$ cat src/rtl/div_pkg.sv
// Shared types and constants for the sequential divider.
package div_pkg;

  localparam int DIV_WIDTH = 32;
  localparam int DIV_STEPS = DIV_WIDTH;
  localparam int DIV_CNT_W = $clog2(DIV_WIDTH);

  typedef enum logic [1:0] {
    IDLE = 2'd0,
    CALC = 2'd1,
    DONE = 2'd2
  } div_state_e;

endpackage

$ cat src/rtl/div_unit_step.sv
// One restoring-division iteration: shift in the next dividend bit, then
// subtract the divisor when it fits. The trial is WIDTH+1 bits so a divisor
// magnitude of 2^(WIDTH-1) (or any unsigned divisor) compares correctly.
module div_step
  import div_pkg::*;
#(
  parameter int WIDTH = DIV_WIDTH
) (
  input  logic [WIDTH-1:0] rem,
  input  logic             dvd_msb,
  input  logic [WIDTH-1:0] dvs,
  output logic [WIDTH-1:0] rem_next,
  output logic             q_bit
);

  logic [WIDTH:0] trial;
  logic [WIDTH:0] diff;

  // A borrow out of the WIDTH+1 subtraction means the divisor did not fit.
  always_comb begin
    trial    = {rem, dvd_msb};
    diff     = trial - {1'b0, dvs};
    q_bit    = ~diff[WIDTH];
    rem_next = q_bit ? diff[WIDTH-1:0] : trial[WIDTH-1:0];
  end

endmodule

$ cat src/rtl/div_unit.sv
// Sequential signed divider (MIPS div), one quotient bit per clock.
// Optional macro DIV_UNSIGNED_EN adds the 'uns' input for divu behaviour.
//
// state | meaning
// IDLE  | waiting for start; operands latched on acceptance
// CALC  | one restoring step per edge, results written on the last step
// DONE  | stop (and div_zero) pulse for one cycle, then back to IDLE
module div_unit
  import div_pkg::*;
#(
  parameter int WIDTH = DIV_WIDTH
) (
  input  logic             clk,
  input  logic             reset,
  input  logic [WIDTH-1:0] a,
  input  logic [WIDTH-1:0] b,
  input  logic             start,
`ifdef DIV_UNSIGNED_EN
  input  logic             uns,
`endif
  output logic             stop,
  output logic [WIDTH-1:0] hi,
  output logic [WIDTH-1:0] lo,
  output logic             div_zero
);

  localparam int CNT_W = $clog2(WIDTH);

  div_state_e       state, state_nxt;
  logic [CNT_W-1:0] count;
  logic [WIDTH-1:0] dvd, dvs, rem;
  logic             sign_q, sign_r;
  logic             signed_op;
  logic             b_zero, last_step;
  logic [WIDTH-1:0] abs_a, abs_b;
  logic [WIDTH-1:0] rem_next, q_final;
  logic             q_bit;

`ifdef DIV_UNSIGNED_EN
  assign signed_op = ~uns;
`else
  assign signed_op = 1'b1;
`endif

  assign b_zero    = (b == '0);
  assign last_step = (count == CNT_W'(WIDTH - 1));
  assign abs_a     = (signed_op && a[WIDTH-1]) ? -a : a;
  assign abs_b     = (signed_op && b[WIDTH-1]) ? -b : b;
  assign q_final   = {dvd[WIDTH-2:0], q_bit};

  div_step #(.WIDTH(WIDTH)) u_step (
    .rem      (rem),
    .dvd_msb  (dvd[WIDTH-1]),
    .dvs      (dvs),
    .rem_next (rem_next),
    .q_bit    (q_bit)
  );

  // State register.
  always_ff @(posedge clk or negedge reset) begin
    if (!reset) state <= IDLE;
    else        state <= state_nxt;
  end

  // Next-state decode; a zero divisor skips straight to the done pulse.
  always_comb begin
    state_nxt = state;
    case (state)
      IDLE:    if (start) state_nxt = b_zero ? DONE : CALC;
      CALC:    if (last_step) state_nxt = DONE;
      DONE:    state_nxt = IDLE;
      default: state_nxt = IDLE;
    endcase
  end

  // Datapath: operand capture, iteration, and sign-corrected result write.
  always_ff @(posedge clk or negedge reset) begin
    if (!reset) begin
      count    <= '0;
      dvd      <= '0;
      dvs      <= '0;
      rem      <= '0;
      sign_q   <= 1'b0;
      sign_r   <= 1'b0;
      hi       <= '0;
      lo       <= '0;
      stop     <= 1'b0;
      div_zero <= 1'b0;
    end else begin
      stop     <= 1'b0;
      div_zero <= 1'b0;
      case (state)
        IDLE: begin
          if (start) begin
            if (b_zero) begin
              stop     <= 1'b1;
              div_zero <= 1'b1;
            end else begin
              dvd    <= abs_a;
              dvs    <= abs_b;
              rem    <= '0;
              sign_q <= signed_op & (a[WIDTH-1] ^ b[WIDTH-1]);
              sign_r <= signed_op & a[WIDTH-1];
              count  <= '0;
            end
          end
        end
        CALC: begin
          rem   <= rem_next;
          dvd   <= q_final;
          count <= count + 1'b1;
          if (last_step) begin
            lo   <= sign_q ? -q_final : q_final;
            hi   <= sign_r ? -rem_next : rem_next;
            stop <= 1'b1;
          end
        end
        default: ;
      endcase
    end
  end

endmodule

$ cat config.mk
export PLATFORM = sky130hd
export DESIGN_NAME = div_unit
export DESIGN_NICKNAME = d
export VERILOG_FILES = /design/src/rtl/div_pkg.sv /design/src/rtl/div_unit_step.sv /design/src/rtl/div_unit.sv
export SDC_FILE = /design/constraint.sdc
export NUM_CORES = 1
export LEC_CHECK = 0
export ABC_AREA = 1
export CORE_ASPECT_RATIO = 0.8
export CORE_MARGIN = 5
export CORE_UTILIZATION = 63
export CTS_CLUSTER_DIAMETER = 150
export CTS_CLUSTER_SIZE = 20
export DETAILED_ROUTE_END_ITERATION = 7
export HOLD_SLACK_MARGIN = 0.12
export PLACE_DENSITY = 0.89
export SETUP_SLACK_MARGIN = 0.1
export SYNTH_ARGS = -nofsm -noshare
export SYNTH_HDL_FRONTEND = slang
export SYNTH_SLANG_ARGS = --single-unit
export TNS_END_PERCENT = 100
$ cat constraint.sdc
create_clock -name clk -period 8 [get_ports clk]
set_input_delay 2 -clock clk [delete_from_list [all_inputs] [get_ports clk]]
set_output_delay 2 -clock clk [all_outputs]
set_load 0.01 [all_outputs]
==> flow_summary.rst <==
.. list-table::
   :header-rows: 1

   * - Metric
     - Value
   * - Sequential share of the synthesized area
     - 34.0%
   * - Tcrit/Tclk final
     - 72.3%
   * - Number of max-capacitance violations reported
     - 0
   * - Cell Chain, Critical Path
     - clkdlybuf4s50_1, inv_1, ha_1, inv_1, nor3_1, nand3b_1, nor3_1, nand4_1, nor4_1, nand2_1, nand3_1, buf_4, clkinv_1, o211ai_1, o21ai_0
   * - Number of nets in the layout
     - 2062
   * - Hold Buf Count CTS
     - 0
   * - Postcts setup bufs
     - 0
   * - Grt total ovfl
     - 0
   * - Worst Path Required
     - 8.30 ns
   * - Top post-synthesis cells by area
     - sky130_fd_sc_hd__dfrtp_1 34%, sky130_fd_sc_hd__nand2_1 17%, sky130_fd_sc_hd__inv_1 6.4%
   * - Number of failing setup endpoints in the final timing report
     - 0
   * - Area added between synthesis and finish
     - 16.4%
   * - Critical path arrival
     - 6.08 ns
   * - Y dimension of the die
     - 137 um
   * - Detailed-placement wirelength estimate
     - 29100 um
   * - Final setup TNS
     - 0 ns
   * - Initial detailed-routing violation count
     - 1665
   * - Post-cts sizing count
     - 0
   * - # diodes
     - 0
   * - Antenna violations before repair
     - 0
   * - #FFs+latches synth
     - 171
   * - Synthesis warning total
     - 0
   * - Fraction of final layout cells with drive strength greater than 1
     - 5.13%
   * - Post-route antenna net violation count
     - 0
   * - Final weighted congestion in routability-driven placement
     - 0.987
   * - CTS Buffer Depth
     - 2
   * - Post-synthesis instance total
     - 1858
   * - Type of the worst setup path
     - primary input to register
   * - Kind of capture point of the worst setup path
     - register
   * - Area of the core
     - 0.0197 sq mm
   * - First-pass detailed-route iteration total
     - 8
   * - Num CTS Buffers
     - 17
   * - Largest stage delay, worst path
     - 0.95 ns
   * - Average wire per cell in the routed design
     - 17.7 um
   * - Synth top area share
     - 34.0%
   * - Unique masters post-synth
     - 49
   * - TritonCTS sink count
     - 171
   * - Via density
     - 5.83
   * - Reg-to-reg setup timing slack
     - 2.47 ns
   * - Number of enable flip-flop cells after synthesis
     - 0
   * - Most common cell in the synthesized netlist
     - sky130_fd_sc_hd__nand2_1
   * - Mapped Area
     - 0.0126 sq mm
   * - Crit path buf inv count
     - 5
   * - Number of slew-limit violations in the final report
     - 0
   * - Maximum fanout along the worst path
     - 40
   * - Most instantiated cells after synthesis
     - 586 x sky130_fd_sc_hd__nand2_1, 215 x sky130_fd_sc_hd__inv_1, 173 x sky130_fd_sc_hd__nor2_1
   * - Via count of the first global-routing pass
     - 12100
   * - H-tree lvl count
     - 4
   * - CTS clk-pin slew, worst paths
     - 0.07 ns
   * - Maximum operating frequency
     - 173 MHz
   * - # placed instances
     - 2201
   * - Effective utilization at floorplan
     - 63.8%
   * - GRT Total Usage
     - 34.0%
   * - TritonCTS clock tree
     - built
   * - Setup repair after global routing missed its margin
     - no
   * - Sort of element at the start of the critical path
     - primary input
   * - Non-filler instance count after layout
     - 2233
   * - Final WL
     - 39500 um
   * - Standard cell with the maximum stage delay on the critical path
     - sky130_fd_sc_hd__clkinv_1
   * - Insertion delay to the later sink of the worst-skew pair
     - 0.44 ns
   * - Buffer cell driving the clock tree root
     - sky130_fd_sc_hd__clkbuf_16
   * - Number of rows in the core area
     - 46
   * - Net Count, Synth
     - 1964
   * - Async set-or-reset flop fraction in the synthesized netlist
     - 100%
   * - Wire length of the first global-routing pass
     - 62300 um
   * - Commonest register cell after synthesis
     - sky130_fd_sc_hd__dfrtp_1
   * - Category of cells accounting for the largest share of critical-path delay
     - buffers and inverters
   * - Result of the run
     - completed
   * - Headroom to the max-slew limit
     - 30.9%
   * - Largest net degree at the start of global routing
     - 105
   * - Number of top-level pins
     - 133
   * - Avg Inst Size Synth
     - 6.78 sq um
   * - Class of the worst hold path
     - register to register
   * - Slew of the pin with the lowest slew margin
     - 1.03 ns
   * - Total count of hold-check failures in the final report
     - 0
   * - Input/output buffers
     - 132
   * - Horizontal die dimension
     - 168 um
   * - Overall die area
     - 0.0229 sq mm
   * - Drt drc
     - 0
   * - Time the worst path needs with I/O delays and setup
     - 5.79 ns
   * - Library cell with the largest summed area after synthesis
     - sky130_fd_sc_hd__dfrtp_1
   * - Final clock skew
     - 0.0104 ns
   * - Number of vias in the routed layout
     - 13000
## stage by stage
stage / util (%) / hold WS (ns) / cell area, sq um / setup slack (ns)
2_1_floorplan: - / 0.446 / 12600 / 3.89
3_3_place_gp: 71.0 / 0.464 / 14000 / 2.04
3_5_place_dp: 71.0 / 0.464 / 14000 / 1.85
4_1_cts: 74.3 / 0.482 / 14700 / 2.29
5_1_grt: 74.3 / 0.499 / 14700 / 1.85
6_report: 74.3 / 0.480 / 14700 / 2.21
## final cells by class
class                           instances  area (sq um)
Multi-Input combinational cell       1406          7200
Fill cell                            1566          5070
Sequential cell                       171          4280
Timing Repair Buffer                  141          1390
Inverter                              219           822
Clock buffer                           19           443
Tap cell                              264           330
Clock inverter                         13           206
## cell usage in the layout (no fill, tap or decap), types with 9 or more instances in the layout
cell,count
sky130_fd_sc_hd__buf_4,9
sky130_fd_sc_hd__o21ai_1,15
sky130_fd_sc_hd__xor2_1,70
sky130_fd_sc_hd__nor2_1,173
sky130_fd_sc_hd__nand2_2,22
sky130_fd_sc_hd__xnor2_1,39
sky130_fd_sc_hd__nor3_1,24
sky130_fd_sc_hd__inv_1,215
sky130_fd_sc_hd__dfrtp_1,171
sky130_fd_sc_hd__nor4_1,10
sky130_fd_sc_hd__nand4_1,24
sky130_fd_sc_hd__nand2_1,585
sky130_fd_sc_hd__clkdlybuf4s50_1,131
sky130_fd_sc_hd__ha_1,38
sky130_fd_sc_hd__o22ai_1,28
sky130_fd_sc_hd__clkbuf_16,17
sky130_fd_sc_hd__a22oi_1,23
sky130_fd_sc_hd__a21oi_1,34
sky130_fd_sc_hd__nand3_1,97
sky130_fd_sc_hd__o21ai_0,145
## cell families (layout without fill, tap and decap cells)
group,count (synthesis),after routing,synth area share [%]
compound gates,287,287,13.2
xor+xnor,109,109,7.58
fa+ha+maj,39,39,3.93
buf+inv,281,392,9.00
flops,171,171,34.0
simple gates,971,971,32.3
## flip-flops by register name, summed over array words and instances, names as in the netlist
name      flops
dvd          32
dvs          32
hi           32
lo           32
rem          32
count         5
state         2
div_zero      1
sign_q        1
sign_r        1
stop          1
## routing by layer
layer	up-vias	part of all wire, %	routed length (um)	GRT usage, %
met1	6001	42	16500	47.2
li1	6174	-	-	-
met5	-	0	0	0
met3	103	10	4030	7.54
met4	0	3.3	1310	12.1
met2	740	45	17700	52.9
## tightest hold or removal path, delay by kind of cell, from the launching register on
kind,cells,cell delay (ns)
flops,1,0.34
simple gates,2,0.10
## path summary, 6_finish.rpt
kind                                     startpoint             endpoint  cells past startpoint
max in group asynchronous                     reset   lo[27]$_DFFE_PN0P_                      2
worst max-delay path                           b[0]  dvd[26]$_DFFE_PN0P_                     15
min in group asynchronous                     reset  rem[27]$_DFFE_PN0P_                      1
worst min register to register   hi[28]$_DFFE_PN0P_   hi[28]$_DFFE_PN0P_                      2
worst min-delay path             hi[28]$_DFFE_PN0P_   hi[28]$_DFFE_PN0P_                      2
worst max register to register  dvd[31]$_DFFE_PN0P_   lo[30]$_DFFE_PN0P_                     29
Power is not shown: default switching activity piles up to over one toggle a cycle in this logic, so the estimate is an artifact.
